`config.mk`:
```
export PLATFORM = sky130hd
export DESIGN_NAME = viterbi_codec
export DESIGN_NICKNAME = d
export VERILOG_FILES = /design/src/rtl/viterbi_pkg.sv /design/src/rtl/viterbi_codec_acs_unit.sv /design/src/rtl/viterbi_codec_decoder.sv /design/src/rtl/viterbi_codec_encoder.sv /design/src/rtl/viterbi_codec.sv
export SDC_FILE = /design/constraint.sdc
export NUM_CORES = 1
export LEC_CHECK = 0
export BUFFER_PORTS_ARGS = -buffer_cell sky130_fd_sc_hd__buf_2
export CAP_MARGIN = 10
export CORE_MARGIN = 4
export CORE_UTILIZATION = 50
export CTS_CLUSTER_DIAMETER = 80
export DETAILED_ROUTE_END_ITERATION = 10
export PLACE_DENSITY_LB_ADDON = 0.05
export SLEW_MARGIN = 20
export SYNTH_ARGS = -nofsm -noshare
export SYNTH_HDL_FRONTEND = slang
export SYNTH_SLANG_ARGS = --single-unit
export TNS_END_PERCENT = 1
```
`constraint.sdc`:
```
create_clock -name clk -period 9 [get_ports clk]
set_input_delay 0.9 -clock clk [delete_from_list [all_inputs] [get_ports clk]]
set_output_delay 0.9 -clock clk [all_outputs]
set_load 0.005 [all_outputs]
```
`src/rtl/viterbi_pkg.sv`:
```
// Shared constants and helpers for the K=3, rate-1/2 convolutional codec:
// generator taps, trellis size, expected-symbol and Hamming-distance functions.
package viterbi_pkg;

  localparam logic [2:0] G1 = 3'b111;
  localparam logic [2:0] G0 = 3'b101;
  localparam int NUM_STATES = 4;

  // state = {s1, s0}: s0 is the most recent prior input, s1 the one before it.
  function automatic logic [1:0] expected_symbol(input logic [1:0] state, input logic d);
    logic [2:0] taps;
    taps = {d, state[0], state[1]};
    return {^(taps & G1), ^(taps & G0)};
  endfunction

  function automatic logic [1:0] hamming_dist(input logic [1:0] a, input logic [1:0] b);
    logic [1:0] x;
    x = a ^ b;
    return {1'b0, x[1]} + {1'b0, x[0]};
  endfunction

endpackage

```
`src/rtl/viterbi_codec_acs_unit.sv`:
```
// Add-compare-select for one trellis state: picks the smaller candidate
// (ties to the p=0 predecessor) and extends the winning survivor.
module viterbi_codec_acs_unit #(
  parameter int PM_W     = 6,
  parameter int TB_DEPTH = 16
) (
  input  logic [PM_W-1:0]     cand0_i,
  input  logic [PM_W-1:0]     cand1_i,
  input  logic [TB_DEPTH-2:0] surv0_i,
  input  logic [TB_DEPTH-2:0] surv1_i,
  input  logic                new_bit_i,
  output logic [PM_W-1:0]     pm_o,
  output logic [TB_DEPTH-1:0] surv_o,
  output logic                decision_o
);

  // Survivors arrive pre-truncated: the oldest bit falls off on the shift.
  always_comb begin
    decision_o = (cand1_i < cand0_i);
    pm_o       = cand0_i;
    surv_o     = {surv0_i, new_bit_i};
    if (decision_o) begin
      pm_o   = cand1_i;
      surv_o = {surv1_i, new_bit_i};
    end else begin
      pm_o   = cand0_i;
      surv_o = {surv0_i, new_bit_i};
    end
  end

endmodule

```
`src/rtl/viterbi_codec_decoder.sv`:
```
// Hard-decision Viterbi decoder, 4-state trellis, register-exchange survivors
// of depth TB_DEPTH with per-step metric renormalisation.
module viterbi_codec_decoder
  import viterbi_pkg::*;
#(
  parameter int TB_DEPTH = 16,
  parameter int PM_W     = 6
) (
  input  logic       clk,
  input  logic       rst_n,
  input  logic       en_i,
  input  logic [1:0] sym_i,
  output logic       d_o
);

  logic [PM_W-1:0]     pm_q     [NUM_STATES];
  logic [PM_W-1:0]     pm_d     [NUM_STATES];
  logic [TB_DEPTH-1:0] surv_q   [NUM_STATES];
  logic [TB_DEPTH-1:0] surv_d   [NUM_STATES];
  logic [PM_W-1:0]     acs_pm   [NUM_STATES];
  logic [TB_DEPTH-1:0] acs_surv [NUM_STATES];
  logic [NUM_STATES-1:0] decision_unused;
  logic [1:0]          best_s;
  logic [PM_W-1:0]     min_pm_s;
  logic                d_q, d_d;

  function automatic logic [PM_W-1:0] sat_add(input logic [PM_W-1:0] pm, input logic [1:0] bm);
    logic [PM_W:0] sum;
    sum = {1'b0, pm} + {{(PM_W-1){1'b0}}, bm};
    return sum[PM_W] ? {PM_W{1'b1}} : sum[PM_W-1:0];
  endfunction

  // State {a,b} is reached from {0,a} and {1,a} with input bit b.
  for (genvar g = 0; g < NUM_STATES; g++) begin : g_acs
    localparam int A = g / 2;
    localparam int B = g % 2;
    logic [PM_W-1:0] cand0_s, cand1_s;

    assign cand0_s = sat_add(pm_q[A],     hamming_dist(sym_i, expected_symbol(2'(A),     1'(B))));
    assign cand1_s = sat_add(pm_q[2 + A], hamming_dist(sym_i, expected_symbol(2'(2 + A), 1'(B))));

    viterbi_codec_acs_unit #(.PM_W(PM_W), .TB_DEPTH(TB_DEPTH)) u_acs (
      .cand0_i    (cand0_s),
      .cand1_i    (cand1_s),
      .surv0_i    (surv_q[A][TB_DEPTH-2:0]),
      .surv1_i    (surv_q[2 + A][TB_DEPTH-2:0]),
      .new_bit_i  (1'(B)),
      .pm_o       (acs_pm[g]),
      .surv_o     (acs_surv[g]),
      .decision_o (decision_unused[g])
    );
  end

  // Best pre-update state (lowest index on ties) and minimum new metric.
  always_comb begin
    best_s   = 2'd0;
    min_pm_s = acs_pm[0];
    for (int n = 1; n < NUM_STATES; n++) begin
      if (pm_q[n] < pm_q[best_s]) begin
        best_s = 2'(n);
      end else begin
        best_s = best_s;
      end
      if (acs_pm[n] < min_pm_s) begin
        min_pm_s = acs_pm[n];
      end else begin
        min_pm_s = min_pm_s;
      end
    end
  end

  // Commit one trellis step only on accepted symbols.
  always_comb begin
    pm_d   = pm_q;
    surv_d = surv_q;
    d_d    = d_q;
    if (en_i) begin
      for (int n = 0; n < NUM_STATES; n++) begin
        pm_d[n]   = acs_pm[n] - min_pm_s;
        surv_d[n] = acs_surv[n];
      end
      d_d = surv_q[best_s][TB_DEPTH-1];
    end else begin
      d_d = d_q;
    end
  end

  // Decoder registers; state 0 starts favoured as the known encoder start.
  always_ff @(posedge clk or negedge rst_n) begin
    if (!rst_n) begin
      for (int n = 0; n < NUM_STATES; n++) begin
        pm_q[n]   <= (n == 0) ? {PM_W{1'b0}} : PM_W'(32'd8);
        surv_q[n] <= {TB_DEPTH{1'b0}};
      end
      d_q <= 1'b0;
    end else begin
      pm_q   <= pm_d;
      surv_q <= surv_d;
      d_q    <= d_d;
    end
  end

  assign d_o = d_q;

endmodule

```
`src/rtl/viterbi_codec_encoder.sv`:
```
// Rate-1/2 K=3 convolutional encoder; one registered symbol per enabled cycle.
module viterbi_codec_encoder
  import viterbi_pkg::*;
(
  input  logic       clk,
  input  logic       rst_n,
  input  logic       enable_i,
  input  logic       d_i,
  output logic       valid_o,
  output logic [1:0] sym_o
);

  logic [1:0] state_q, state_d;
  logic [1:0] sym_q, sym_d;
  logic       valid_q, valid_d;

  // Next symbol and shift-register state; symbol and state hold when idle.
  always_comb begin
    state_d = state_q;
    sym_d   = sym_q;
    valid_d = 1'b0;
    if (enable_i) begin
      sym_d   = expected_symbol(state_q, d_i);
      state_d = {state_q[0], d_i};
      valid_d = 1'b1;
    end else begin
      valid_d = 1'b0;
    end
  end

  // Encoder registers.
  always_ff @(posedge clk or negedge rst_n) begin
    if (!rst_n) begin
      state_q <= 2'b00;
      sym_q   <= 2'b00;
      valid_q <= 1'b0;
    end else begin
      state_q <= state_d;
      sym_q   <= sym_d;
      valid_q <= valid_d;
    end
  end

  assign valid_o = valid_q;
  assign sym_o   = sym_q;

endmodule

```
`src/rtl/viterbi_codec.sv`:
```
// Top level: independent convolutional encoder and Viterbi decoder sharing
// only clock and asynchronous active-low reset.
module viterbi_codec
  import viterbi_pkg::*;
#(
  parameter int TB_DEPTH = 16,
  parameter int PM_W     = 6
) (
  input  logic       clk,
  input  logic       rst,
  input  logic       enc_enable_i,
  input  logic       enc_d_in,
  output logic       enc_valid_o,
  output logic [1:0] enc_d_out,
  input  logic       dec_enable_i,
  input  logic [1:0] dec_d_in,
  output logic       dec_d_out
);

  viterbi_codec_encoder u_enc (
    .clk      (clk),
    .rst_n    (rst),
    .enable_i (enc_enable_i),
    .d_i      (enc_d_in),
    .valid_o  (enc_valid_o),
    .sym_o    (enc_d_out)
  );

  viterbi_codec_decoder #(.TB_DEPTH(TB_DEPTH), .PM_W(PM_W)) u_dec (
    .clk   (clk),
    .rst_n (rst),
    .en_i  (dec_enable_i),
    .sym_i (dec_d_in),
    .d_o   (dec_d_out)
  );

endmodule

```
==> flow_summary.toml <==
[finish]
final_util_pct = 63.8
area_delta_synth_final_pct = 24.9
nNetsFinal = 1138
multi_input_area_um2 = 6160
regArea_um2 = 2230
fill_cells = 1340
drive_above_1_share_pct = 25.9
n_antenna_cell = 0

[logic_synthesis]
synth-adder-area-share_pct = 11.9
async_reset_ff_share_pct = 100
synth_edf_count = 0
synth_compound_area_share_pct = 21.8
synthDominantCellAreaShare_pct = 26.5
yosysSeqAreaShare_pct = 27.5
post_synth.cell_area_avg_um2 = 8.38
synth_flop_cell = "dfrtp_1"
synthCells = 969
ys_ff_latch = 89
yosys_warnings = 0
yosys.area_share.simple_pct = 16.4
ys_top_cells_by_area = "dfrtp_1, ha_1, mux2i_1"
synth_common_cells = "nor2_1, a21oi_1, dfrtp_1"
synth_top_family_by_area = "compound AO/OA/AOI/OAI gates"
synth-xor-area-share_pct = 4.19
syn_area_um2 = 8120
synth_fp_nets = 1050
ys_types = 77
synth_mux_area_share_pct = 12.7
synth.most_common_cell = "nor2_1"
yosysTopAreaCell = "dfrtp_1"

[worst_setup_path]
cp.arrival_ns = 9.06
required_ns = 9.20
worstReg2RegEnd = "u_dec.pm_q[16]"
critPathMaxFanout = 6
crit_path_top_delay_cell = "o41ai_4"
startpoint_type = "input port"
cpPeakStageDelay_ns = 0.41
r2r_slack_ns = 0.61
crit_path_start = "dec_d_in[0]"
worstSetupPathType = "input port to register"
crit_path_frequent_cell = "ha_4"
end_kind = "register"
reg2regPathDepth = 39
critPathBufInv = 5
r2r-start = "u_dec.pm_q[7]"
cp_top_family = "compound AO/OA/AOI/OAI gates"

[die]
core_um2 = 15900
start_util_pct = 51.1
dieArea_um2 = 18300
ios = 11
num_rows = 46
die_w_um = 135
die_h_um = 135

[clocking]
tritoncts = "yes"
numClockSinks = 89
htree_levels = 3
cts_root_buffer = "clkbuf_16"
cts_max_path_buffers = 2
cts_buffers = 9
clk_latency_ns = 0.35
clkTransAtPathRegs_ns = 0.08
cts_hold_buf = 0

[sta]
finalSetupViolations = 0
rsz0062_at_grt = "true"
min_period_ns = 8.86
min_period_over_period_pct = 98.5
hold_violations = 0
drv_slew = 0
relSlewSlack_pct = 30.9
skew_ns = 0.0192
clock.fmax_mhz = 113
worst_pin_slew_ns = 1.01
fin_hold_ws_ns = 0.363

[global_route]
antenna_found_initial = 0
grt_max_degree = 85
grt_pass1_vias = 7097
grt_pass1_wl_mm = 36.4
grt_overflow = 0
grtUsageTotal_pct = 25.1

[placement]
gp_congestion = 0.977
dp_hpwl_mm = 17.6
port_buffers = 10

[route]
dr_total_vias = 7478
drt_pass1_iterations = 7
final_antenna_net_count = 0
avgRoutedWirePerCell_um = 18.3
drcViolationCount = 0
drtIter0Drc = 527
drt-vias-per-instance = 5.85
wl_mm = 23.3

[flow_run]
drv_cap = 0

[hold_path]
min-delay-path-class = "input port to async pin"

[run_status]
status = "complete, no violations"
## sequential cells by signal (all words and copies together) (netlist names)
register       count
u_enc.valid_o      1
u_dec.d_o          1
u_dec.surv_q      59
u_dec.pm_q        24
u_enc.sym_o        2
u_enc.state_q      2
## cells by family after synthesis
kind of cell	after synthesis
AND/OR/NAND/NOR	286
AO/OA/AOI/OAI	275
buffers and inverters	108
multiplexers	98
flip-flops	89
adder cells (fa/ha/maj)	75
XOR/XNOR	38
## worst max-delay path by stage
stage	to	slack, ns	depth (start not counted)
final	u_dec.pm_q[16]	0.14	44
after CTS	u_dec.pm_q[5]	0.03	42
after global placement	u_dec.pm_q[5]	-0.19	41
after global routing	u_dec.pm_q[16]	-0.20	45
after floorplan	u_dec.pm_q[23]	-0.17	40
after detailed placement	u_dec.pm_q[5]	-0.36	41
## cell usage in the layout, fill, tap and decap left out, types with 10 or more instances in the layout
cell	count
nor2_1	110
buf_4	105
a21oi_1	97
dfrtp_1	86
mux2i_1	72
nand2_1	61
inv_1	57
ha_1	55
o21ai_0	38
xnor2_1	28
nand3_1	20
o21a_1	15
mux2_2	15
nand2b_1	13
a21o_1	13
ha_4	13
and2_1	11
a21oi_2	11
nor2b_1	10
## layout make-up
| type | count | area share [%] |
|---|---|---|
| Clock buffer | 9 | 2.22 |
| Clock inverter | 7 | 0.728 |
| Inverter | 64 | 2.41 |
| Multi-Input combinational cell | 772 | 60.7 |
| Sequential cell | 89 | 22.0 |
| Tap cell | 216 | 2.66 |
| Timing Repair Buffer | 121 | 9.24 |
## per-stage QoR
step                      setup slack (ns)  cells  setup TNS [ns]  area, um^2
after floorplan                     -0.165    969          -0.294        8430
after global placement              -0.194   1231          -0.903        9140
after detailed placement            -0.362   1231           -2.42        9140
after CTS                           0.0316   1247               0        9440
after global routing                -0.200   1278           -1.07       10100
final                                0.139   1278               0       10100
## timing repair
action,in CTS,in global routing
buffers inserted,0,31
pin swaps,0,44
endpoints found under the setup margin,4,19
gates resized for setup,1,92
## per-layer routing
metal  share of wire (%)  GRT usage [%]
met1                  46           34.9
met2                  47           40.6
met3                 4.6           3.94
met4                 2.4           7.17
met5                   0              0
Power is left out: the tool's default activity adds up to more than one toggle a clock period on the data nets, which glitch-free logic cannot reach.
